### config.mk
export PLATFORM = sky130hd
export DESIGN_NAME = triplet_feeder
export DESIGN_NICKNAME = d
export VERILOG_FILES = /design/src/rtl/triplet_feeder.sv
export SDC_FILE = /design/constraint.sdc
export NUM_CORES = 1
export LEC_CHECK = 0
export ABC_AREA = 1
export CELL_PAD_IN_SITES_DETAIL_PLACEMENT = 2
export CELL_PAD_IN_SITES_GLOBAL_PLACEMENT = 2
export CORE_MARGIN = 2
export CORE_UTILIZATION = 40
export CTS_CLUSTER_DIAMETER = 150
export CTS_CLUSTER_SIZE = 8
export DETAILED_ROUTE_END_ITERATION = 8
export DONT_BUFFER_PORTS = 1
export GPL_TIMING_DRIVEN = 0
export PLACE_DENSITY_LB_ADDON = 0.12
export SETUP_SLACK_MARGIN = 0.1
export SYNTH_ARGS = -nofsm -noshare
export SYNTH_HDL_FRONTEND = slang
export SYNTH_SLANG_ARGS = --single-unit
### constraint.sdc
create_clock -name clk -period 18.7 [get_ports clk]
set_clock_uncertainty 0.05 [all_clocks]
set_input_delay 2.805 -clock clk [delete_from_list [all_inputs] [get_ports clk]]
set_output_delay 2.805 -clock clk [all_outputs]
set_load 0.005 [all_outputs]
### src/rtl/triplet_feeder.sv
// triplet_feeder: buffers {a,b,c} operand triplets in a small FIFO and serializes
// each one as three back-to-back beats, followed by a forced idle gap.
module triplet_feeder #(
    parameter int DEPTH = 4,
    parameter int GAP   = 1
) (
    input  logic                       clk,
    input  logic                       rst,
    input  logic                       in_valid,
    output logic                       in_ready,
    input  logic [31:0]                in_a,
    input  logic [31:0]                in_b,
    input  logic [31:0]                in_c,
    output logic                       valido,
    output logic [31:0]                data_out,
    output logic [$clog2(DEPTH+1)-1:0] level,
    output logic [15:0]                sent_count,
    output logic                       busy
);
    localparam int LW = $clog2(DEPTH + 1);
    localparam int PW = $clog2(DEPTH);
    localparam logic [2:0] GAP_LOAD = (GAP > 0) ? 3'(GAP - 1) : 3'd0;

    typedef enum logic [2:0] {IDLE, SA, SB, SC, GP} state_t;

    state_t        state_q, state_d;
    logic [95:0]   mem_q [DEPTH];
    logic [PW-1:0] wr_ptr_q, wr_ptr_d;
    logic [PW-1:0] rd_ptr_q, rd_ptr_d;
    logic [LW-1:0] level_q, level_d;
    logic [63:0]   hold_q, hold_d;
    logic [31:0]   data_q, data_d;
    logic          valido_q, valido_d;
    logic          busy_q, busy_d;
    logic [15:0]   sent_count_q, sent_count_d;
    logic [2:0]    gap_q, gap_d;
    logic          push, pop, launch;
    logic [95:0]   head;

    assign in_ready = (level_q != LW'(DEPTH));
    assign push     = in_valid && in_ready;
    assign head     = mem_q[rd_ptr_q];

    always_comb begin
        state_d      = state_q;
        data_d       = data_q;
        hold_d       = hold_q;
        valido_d     = 1'b0;
        sent_count_d = sent_count_q;
        gap_d        = gap_q;
        launch       = 1'b0;
        case (state_q)
            IDLE: launch = (level_q != '0);
            SA: begin
                data_d   = hold_q[63:32];
                valido_d = 1'b1;
                state_d  = SB;
            end
            SB: begin
                data_d   = hold_q[31:0];
                valido_d = 1'b1;
                state_d  = SC;
            end
            SC: begin
                sent_count_d = sent_count_q + 16'd1;
                if (GAP == 0) begin
                    state_d = IDLE;
                    launch  = (level_q != '0);
                end else begin
                    gap_d   = GAP_LOAD;
                    state_d = GP;
                end
            end
            GP: begin
                // Last gap cycle doubles as the IDLE decision so the period stays 3+GAP.
                if (gap_q == '0) begin
                    state_d = IDLE;
                    launch  = (level_q != '0);
                end else begin
                    gap_d = gap_q - 3'd1;
                end
            end
            default: state_d = IDLE;
        endcase
        if (launch) begin
            data_d   = head[95:64];
            hold_d   = head[63:0];
            valido_d = 1'b1;
            state_d  = SA;
        end
        busy_d = (state_d != IDLE);
    end

    assign pop = launch;

    always_comb begin
        wr_ptr_d = wr_ptr_q + PW'(push);
        rd_ptr_d = rd_ptr_q + PW'(pop);
        level_d  = level_q;
        case ({push, pop})
            2'b10:   level_d = level_q + LW'(1);
            2'b01:   level_d = level_q - LW'(1);
            default: level_d = level_q;
        endcase
    end

    always_ff @(posedge clk) begin
        if (rst) begin
            state_q      <= IDLE;
            wr_ptr_q     <= '0;
            rd_ptr_q     <= '0;
            level_q      <= '0;
            hold_q       <= '0;
            data_q       <= '0;
            valido_q     <= 1'b0;
            busy_q       <= 1'b0;
            sent_count_q <= '0;
            gap_q        <= '0;
        end else begin
            state_q      <= state_d;
            wr_ptr_q     <= wr_ptr_d;
            rd_ptr_q     <= rd_ptr_d;
            level_q      <= level_d;
            hold_q       <= hold_d;
            data_q       <= data_d;
            valido_q     <= valido_d;
            busy_q       <= busy_d;
            sent_count_q <= sent_count_d;
            gap_q        <= gap_d;
        end
    end

    always_ff @(posedge clk) begin
        if (push) begin
            mem_q[wr_ptr_q] <= {in_a, in_b, in_c};
        end
    end

    assign valido     = valido_q;
    assign data_out   = data_q;
    assign level      = level_q;
    assign sent_count = sent_count_q;
    assign busy       = busy_q;
endmodule
==> results of run 1 <==
==> per-layer routing <==
| metal | global-route usage (%) | vias up | wire length, um |
|---|---|---|---|
| li1 | - | 6479 | - |
| met1 | 31.40 | 7246 | 26550 |
| met2 | 45.24 | 338 | 33050 |
| met3 | 6.350 | 135 | 3706 |
| met4 | 9.826 | 0 | 2094 |
| met5 | 0 | - | 0 |
==> layout by cell type, fill, tap and decap left out <==
cell and instances:
nor3_2 4, inv_1 34, dfxtp_1 127, buf_6 50, nand3_1 140, nor3_1 2, xnor2_1 2, a21oi_1 17
clkbuf_16 77, nand3_4 1, clkbuf_1 73, nand2_1 296, edfxtp_1 384, inv_6 2, nand4_1 4, buf_1 4
fa_1 1, o21ai_0 201, ha_1 6, buf_2 44, nor2_2 1, nand2_2 1, nor2_4 3, o21ai_1 68
xor2_1 1, buf_8 1, inv_2 6, buf_4 14, nor2_1 420
==> flip-flops by register name, indices dropped and copies added (netlist names), 3 cells and up <==
name	count
data_out	32
gap_q	3
hold_q	64
level	3
mem_q	384
sent_count	16
state_q	3
==> power breakdown <==
part	switching (mW)	internal, mW	leakage, nW	total, mW
logic	0.770	0.297	2.90	1.07
clock network	0.478	0.747	1.00	1.23
registers	0.0796	1.40	4.57	1.48
==> cell families after synthesis <==
family                     after synthesis  share of synthesized area [%]
and+or+nand+nor                        872                          17.68
buffers and inverters                  145                          3.569
xor gates and xnor gates                 3                         0.1324
AOI/OAI and AO/OA                      286                          7.214
adders and majority gates                7                         0.4792
DFF                                    511                          70.93
==> worst max path at each step <==
stage / end
4_1_cts: mem_q[3][11]
3_5_place_dp: mem_q[3][9]
6_report: mem_q[3][11]
3_3_place_gp: mem_q[3][9]
5_1_grt: mem_q[3][5]
2_1_floorplan: mem_q[0][0]
==> critical path, stage by stage <==
cell and delay, ns:
nand2_1 0.19, nor3_2 0.77, buf_6 0.28, buf_6 0.16, buf_6 0.15, buf_6 0.15, buf_6 0.18, buf_4 0.25
==> metrics by stage <==
step | total power, mW | hold slack [ns] | area [um^2] | std cells | utilization, %
floorplan | 2.120 | 0.4071 | 19840 | 1824 | -
global placement | 2.512 | 0.4314 | 20670 | 2488 | 42.23
detailed placement | 2.554 | 0.4520 | 21190 | 2533 | 43.29
CTS | 3.812 | 0.4618 | 23270 | 2648 | 47.54
global route | 3.971 | 0.4764 | 23270 | 2648 | 47.54
finish | 3.771 | 0.4571 | 23270 | 2648 | 47.54
==> cell type report <==
| cell class | instances | area (um^2) |
|---|---|---|
| Fill cell | 4956 | 25680 |
| Clock buffer | 113 | 2062 |
| Inverter | 40 | 150.1 |
| Multi-Input combinational cell | 1168 | 5080 |
| Timing Repair Buffer | 45 | 499.2 |
| Clock inverter | 2 | 17.52 |
| Sequential cell | 511 | 14070 |
| Buffer | 105 | 558.0 |
| Tap cell | 664 | 830.8 |
==> reports/metrics.cfg, run 1 <==
[setup_path]
r2r_end=mem_q[3][11]
rr_worst_depth=10
crit_start=in_valid
startpoint_type=input port
cp-end-kind=flop
timing.rr.start=level[1]
crit_arrival_ns=4.96
required_ns=18.94
ff2ff_setup_slack_ns=15.49
crit_type=input port to flop
critPathMaxFanout=10

[clock_tree]
clk_transition_reported_paths_ns=0.05
cts_hold_buf=0
clockBufferDepth=3
clkLatencyLatePin_ns=0.61
cts-root-buf=clkbuf_16
cts_made_buffers=73
cts_sinks=511
htreeDepth=3
post-cts-setup-buffers=0
cts_tree=yes
cts_resized=0

[synth]
syn-num-nets=1930
synth_cell_type_count=25
async_reset_ff_share_pct=0
synth_edf_count=384
syn_area_um2=19840
netlist_instances=1824
yosys.area.top_type=edfxtp_1
post-synth-top-count-cell=nor2_1
avgSynthCellArea_um2=10.88
synthFlopType=edfxtp_1
synthTopCellsByArea=edfxtp_1 58%, dfxtp_1 13%, nor2_1 7.9%
ys_seq_area_share_pct=70.93
synth_top_area_share_pct=58.12
synth_warnings=0
synthTopCellsByCount=420 x nor2_1, 384 x edfxtp_1, 296 x nand2_1, 201 x o21ai_0, 140 x nand3_1
ys_seq_elements=511

[floorplanning]
start_util_pct=40.53
die_w_um=226.7
die_area_um2=51400
fp.coreArea_um2=48950
floorplan.rows=81
die_y_um=226.7
ios=153

[timing]
finalWorstSetupSlack_ns=13.98
slew_viol_final=0
min_period_ns=4.724
worst_pin_slew_ns=0.9254
fmax_mhz=211.7
fin_setup_tns_ns=0
rsz0062_at_grt=no
relSlewSlack_pct=37.97
period_share_pct=25.26
setup_viol=0
finalHoldViolCount=0

[finish]
syn2layout_area_growth_pct=17.28
nNetsFinal=2050
n_antenna_cell=0
drive_gt1_share_pct=10.28

[routing]
first_pass_iters=5
wire_per_inst_um=24.70
via_per_inst=5.362
vias=14200
drcViolationCount=0
antenna_left=0
drt_iter0_markers=863
wirelength_mm=65.40

[power]
powerDensity_nw_per_um2=162.1
cellLeakagePower_nw=8.468
peakVddDrop_uv=82.66

[place]
place.port_buffers=0
hpwlAfterDp_mm=45.38
pre_cts_slack_ns=13.42
gp_congestion=0.8136

[global_routing]
gr-usage-all-layers_pct=26.11
antenna_found_initial=0
grt_pass1_wl_mm=97.81
grt_max_degree=12
grt_pass1_vias=15800
grt_remaining_overflow=0

[min_path]
worstHoldStart=data_out[19]
whs_endpoint=data_out[19]
min_path_cells=2
hp-class=flop to flop

[outcome]
status=finished, final reports clean

[flow_run]
max_cap_viol_count=0

Note: power is estimated with default switching activity, not from simulation.
==> run 2: changes to the inputs <==
==> constraint.sdc (replaced) <==
create_clock -name clk -period 4.85 [get_ports clk]
set_clock_uncertainty 0.05 [all_clocks]
set_input_delay 0.7275 -clock clk [delete_from_list [all_inputs] [get_ports clk]]
set_output_delay 0.7275 -clock clk [all_outputs]
set_load 0.005 [all_outputs]
==> reports/metrics.cfg, run 2 (synthesized netlist as in run 1, its figures left out) <==
[setup_path]
crit_chain=inv_1 > nand3_1 > nand2_1 > nor3_4 > buf_16 > buf_16 > buf_16
required_ns=5.11  ; -13.83 ns
cp-end-kind=flop
cp_common_cell=buf_16
cp_slowest_cell=nor3_4
startpoint_type=flop
critPathMaxFanout=15  ; +5
crit_type=flop to flop
crit_arrival_ns=3.09  ; -1.87 ns
critPathMaxStageDelay_ns=0.89  ; +0.12 ns
ff2ff_setup_slack_ns=2.02  ; -13.47 ns
r2r_end=mem_q[1][8]
timing.rr.start=level[1]
rr_worst_depth=7  ; -3

[finish]
layout.cells.non_filler=2633  ; -0.57%
top_register=mem_q
drive_gt1_share_pct=9.446  ; -0.84 points
largest_register_ffs=384  ; unchanged
nNetsFinal=2032  ; -0.88%
layout_common_cells=420 x nor2_1, 384 x edfxtp_1, 296 x nand2_1, 201 x o21ai_0, 140 x nand3_1
n_antenna_cell=0  ; unchanged
fillers=4933  ; -0.46%
syn2layout_area_growth_pct=18.26
final_common_cell=nor2_1
finalCoreUtilization_pct=47.93  ; +0.39 points

[timing]
rsz0062_at_grt=no
relSlewSlack_pct=29.85  ; -8.1 points
period_share_pct=58.42
slew_viol_final=0  ; unchanged
min_period_ns=2.833
finalHoldViolCount=0  ; unchanged
setup_viol=0  ; unchanged
worst_pin_slew_ns=1.049  ; +0.1234 ns
fmax_mhz=353.0

[clock_tree]
cts_made_buffers=73  ; unchanged
post-cts-setup-buffers=0  ; unchanged
htreeDepth=3  ; unchanged
cts_resized=0  ; unchanged
clockBufferDepth=3  ; unchanged
cts-root-buf=clkbuf_16
cts_hold_buf=0  ; unchanged
clkLatencyLatePin_ns=0.61  ; about the same
cts_tree=yes
cts_sinks=511  ; unchanged
clk_transition_reported_paths_ns=0.05  ; about the same

[power]
peakVddDrop_uv=313.2  ; +280%
powerDensity_nw_per_um2=622.0  ; +280%
cellLeakagePower_nw=8.492  ; +0.27%

[min_path]
min_path_cells=1  ; -1
hp-class=input port to flop
worstHoldStart=rst
whs_endpoint=state_q[0]

[routing]
drt_iter0_markers=832  ; -3.6%
wirelength_mm=64.39  ; -1.5%
vias=13950  ; -1.7%
drcViolationCount=0  ; unchanged
antenna_left=0  ; unchanged
first_pass_iters=5  ; unchanged
wire_per_inst_um=24.46  ; -0.98%
via_per_inst=5.298  ; -1.2%

[floorplanning]
die_y_um=226.7  ; unchanged
floorplan.rows=81  ; unchanged
die_area_um2=51400  ; unchanged
start_util_pct=40.53  ; unchanged
die_w_um=226.7  ; unchanged
ios=153  ; unchanged
fp.coreArea_um2=48950  ; unchanged

[flow_run]
max_cap_viol_count=0  ; unchanged

[outcome]
status=finished, final reports clean

[global_routing]
gr-usage-all-layers_pct=25.68  ; -0.43 points
grt_max_degree=18  ; +6
grt_remaining_overflow=0  ; unchanged
grt_pass1_vias=15650  ; -0.92%
antenna_found_initial=1  ; +1
grt_pass1_wl_mm=96.36  ; -1.5%

[place]
place.port_buffers=0  ; unchanged
hpwlAfterDp_mm=45.07  ; -0.69%
gp_congestion=0.8019  ; -1.4%
dp_cells=2515  ; -0.71%

-- run 2: worst max path at each step --
stage / end / cells after the start / slack, ns / startpoint
final: mem_q[1][8] / 7 / 2.02 / level[1]
after global routing: level[2] / 15 / 1.81 / gap_q[0]
after CTS: mem_q[1][3] / 7 / 1.97 / level[1]
after detailed placement: mem_q[1][8] / 5 / 1.96 / in_valid
after global placement: mem_q[3][8] / 2 / -3.64 / in_valid
after floorplan: mem_q[2][0] / 2 / -0.31 / in_valid
-- run 2: layout make-up --
cell class | count | area, um^2 | area share (%)
Sequential cell | 511 | 14070 | 59.98
Multi-Input combinational cell | 1168 | 5105 | 21.76
Clock buffer | 116 | 2073 | 8.836
Tap cell | 664 | 830.8 | 3.541
Timing Repair Buffer | 27 | 655.6 | 2.794
Buffer | 105 | 558.0 | 2.378
Inverter | 40 | 150.1 | 0.6399
Clock inverter | 2 | 17.52 | 0.07465
-- run 2: routing by layer --
metal / wire length (um) / track usage [%] / vias up
met2: 32470 / 45.07 / 311
met4: 2144 / 9.380 / 2
met1: 26450 / 30.84 / 7067
met3: 3312 / 5.741 / 125
li1: - / - / 6445
met5: 13 / 0 / -
-- run 2: stage by stage --
stage               hold WS (ns)  worst slack, ns  setup TNS (ns)  area (um^2)  total power [mW]
floorplan                 0.4071          -0.3133         -120.32        19860             8.138
global placement          0.4317           -3.640        -1370.93        20690             9.603
detailed placement        0.4448            1.960               0        21370             9.910
CTS                       0.1146            1.972               0        23460             14.75
global route              0.1327            1.807               0        23460             15.36
finish                    0.1472            2.017               0        23460             14.59
-- run 2: where the power goes --
group / internal [mW] / leakage (nW) / switching (mW) / total (mW)
Sequential: 5.40 / 4.57 / 0.306 / 5.71
Clock: 2.89 / 1.00 / 1.84 / 4.73
Combinational: 1.20 / 2.92 / 2.97 / 4.16
Total: 9.49 / 8.49 / 5.11 / 14.6
-- run 2: critical path: cells and delay by family, from the launching register on --
family / cells / cell delay (ns)
DFF: 1 / 0.39
and+or+nand+nor: 3 / 1.34
buffers and inverters: 4 / 0.71
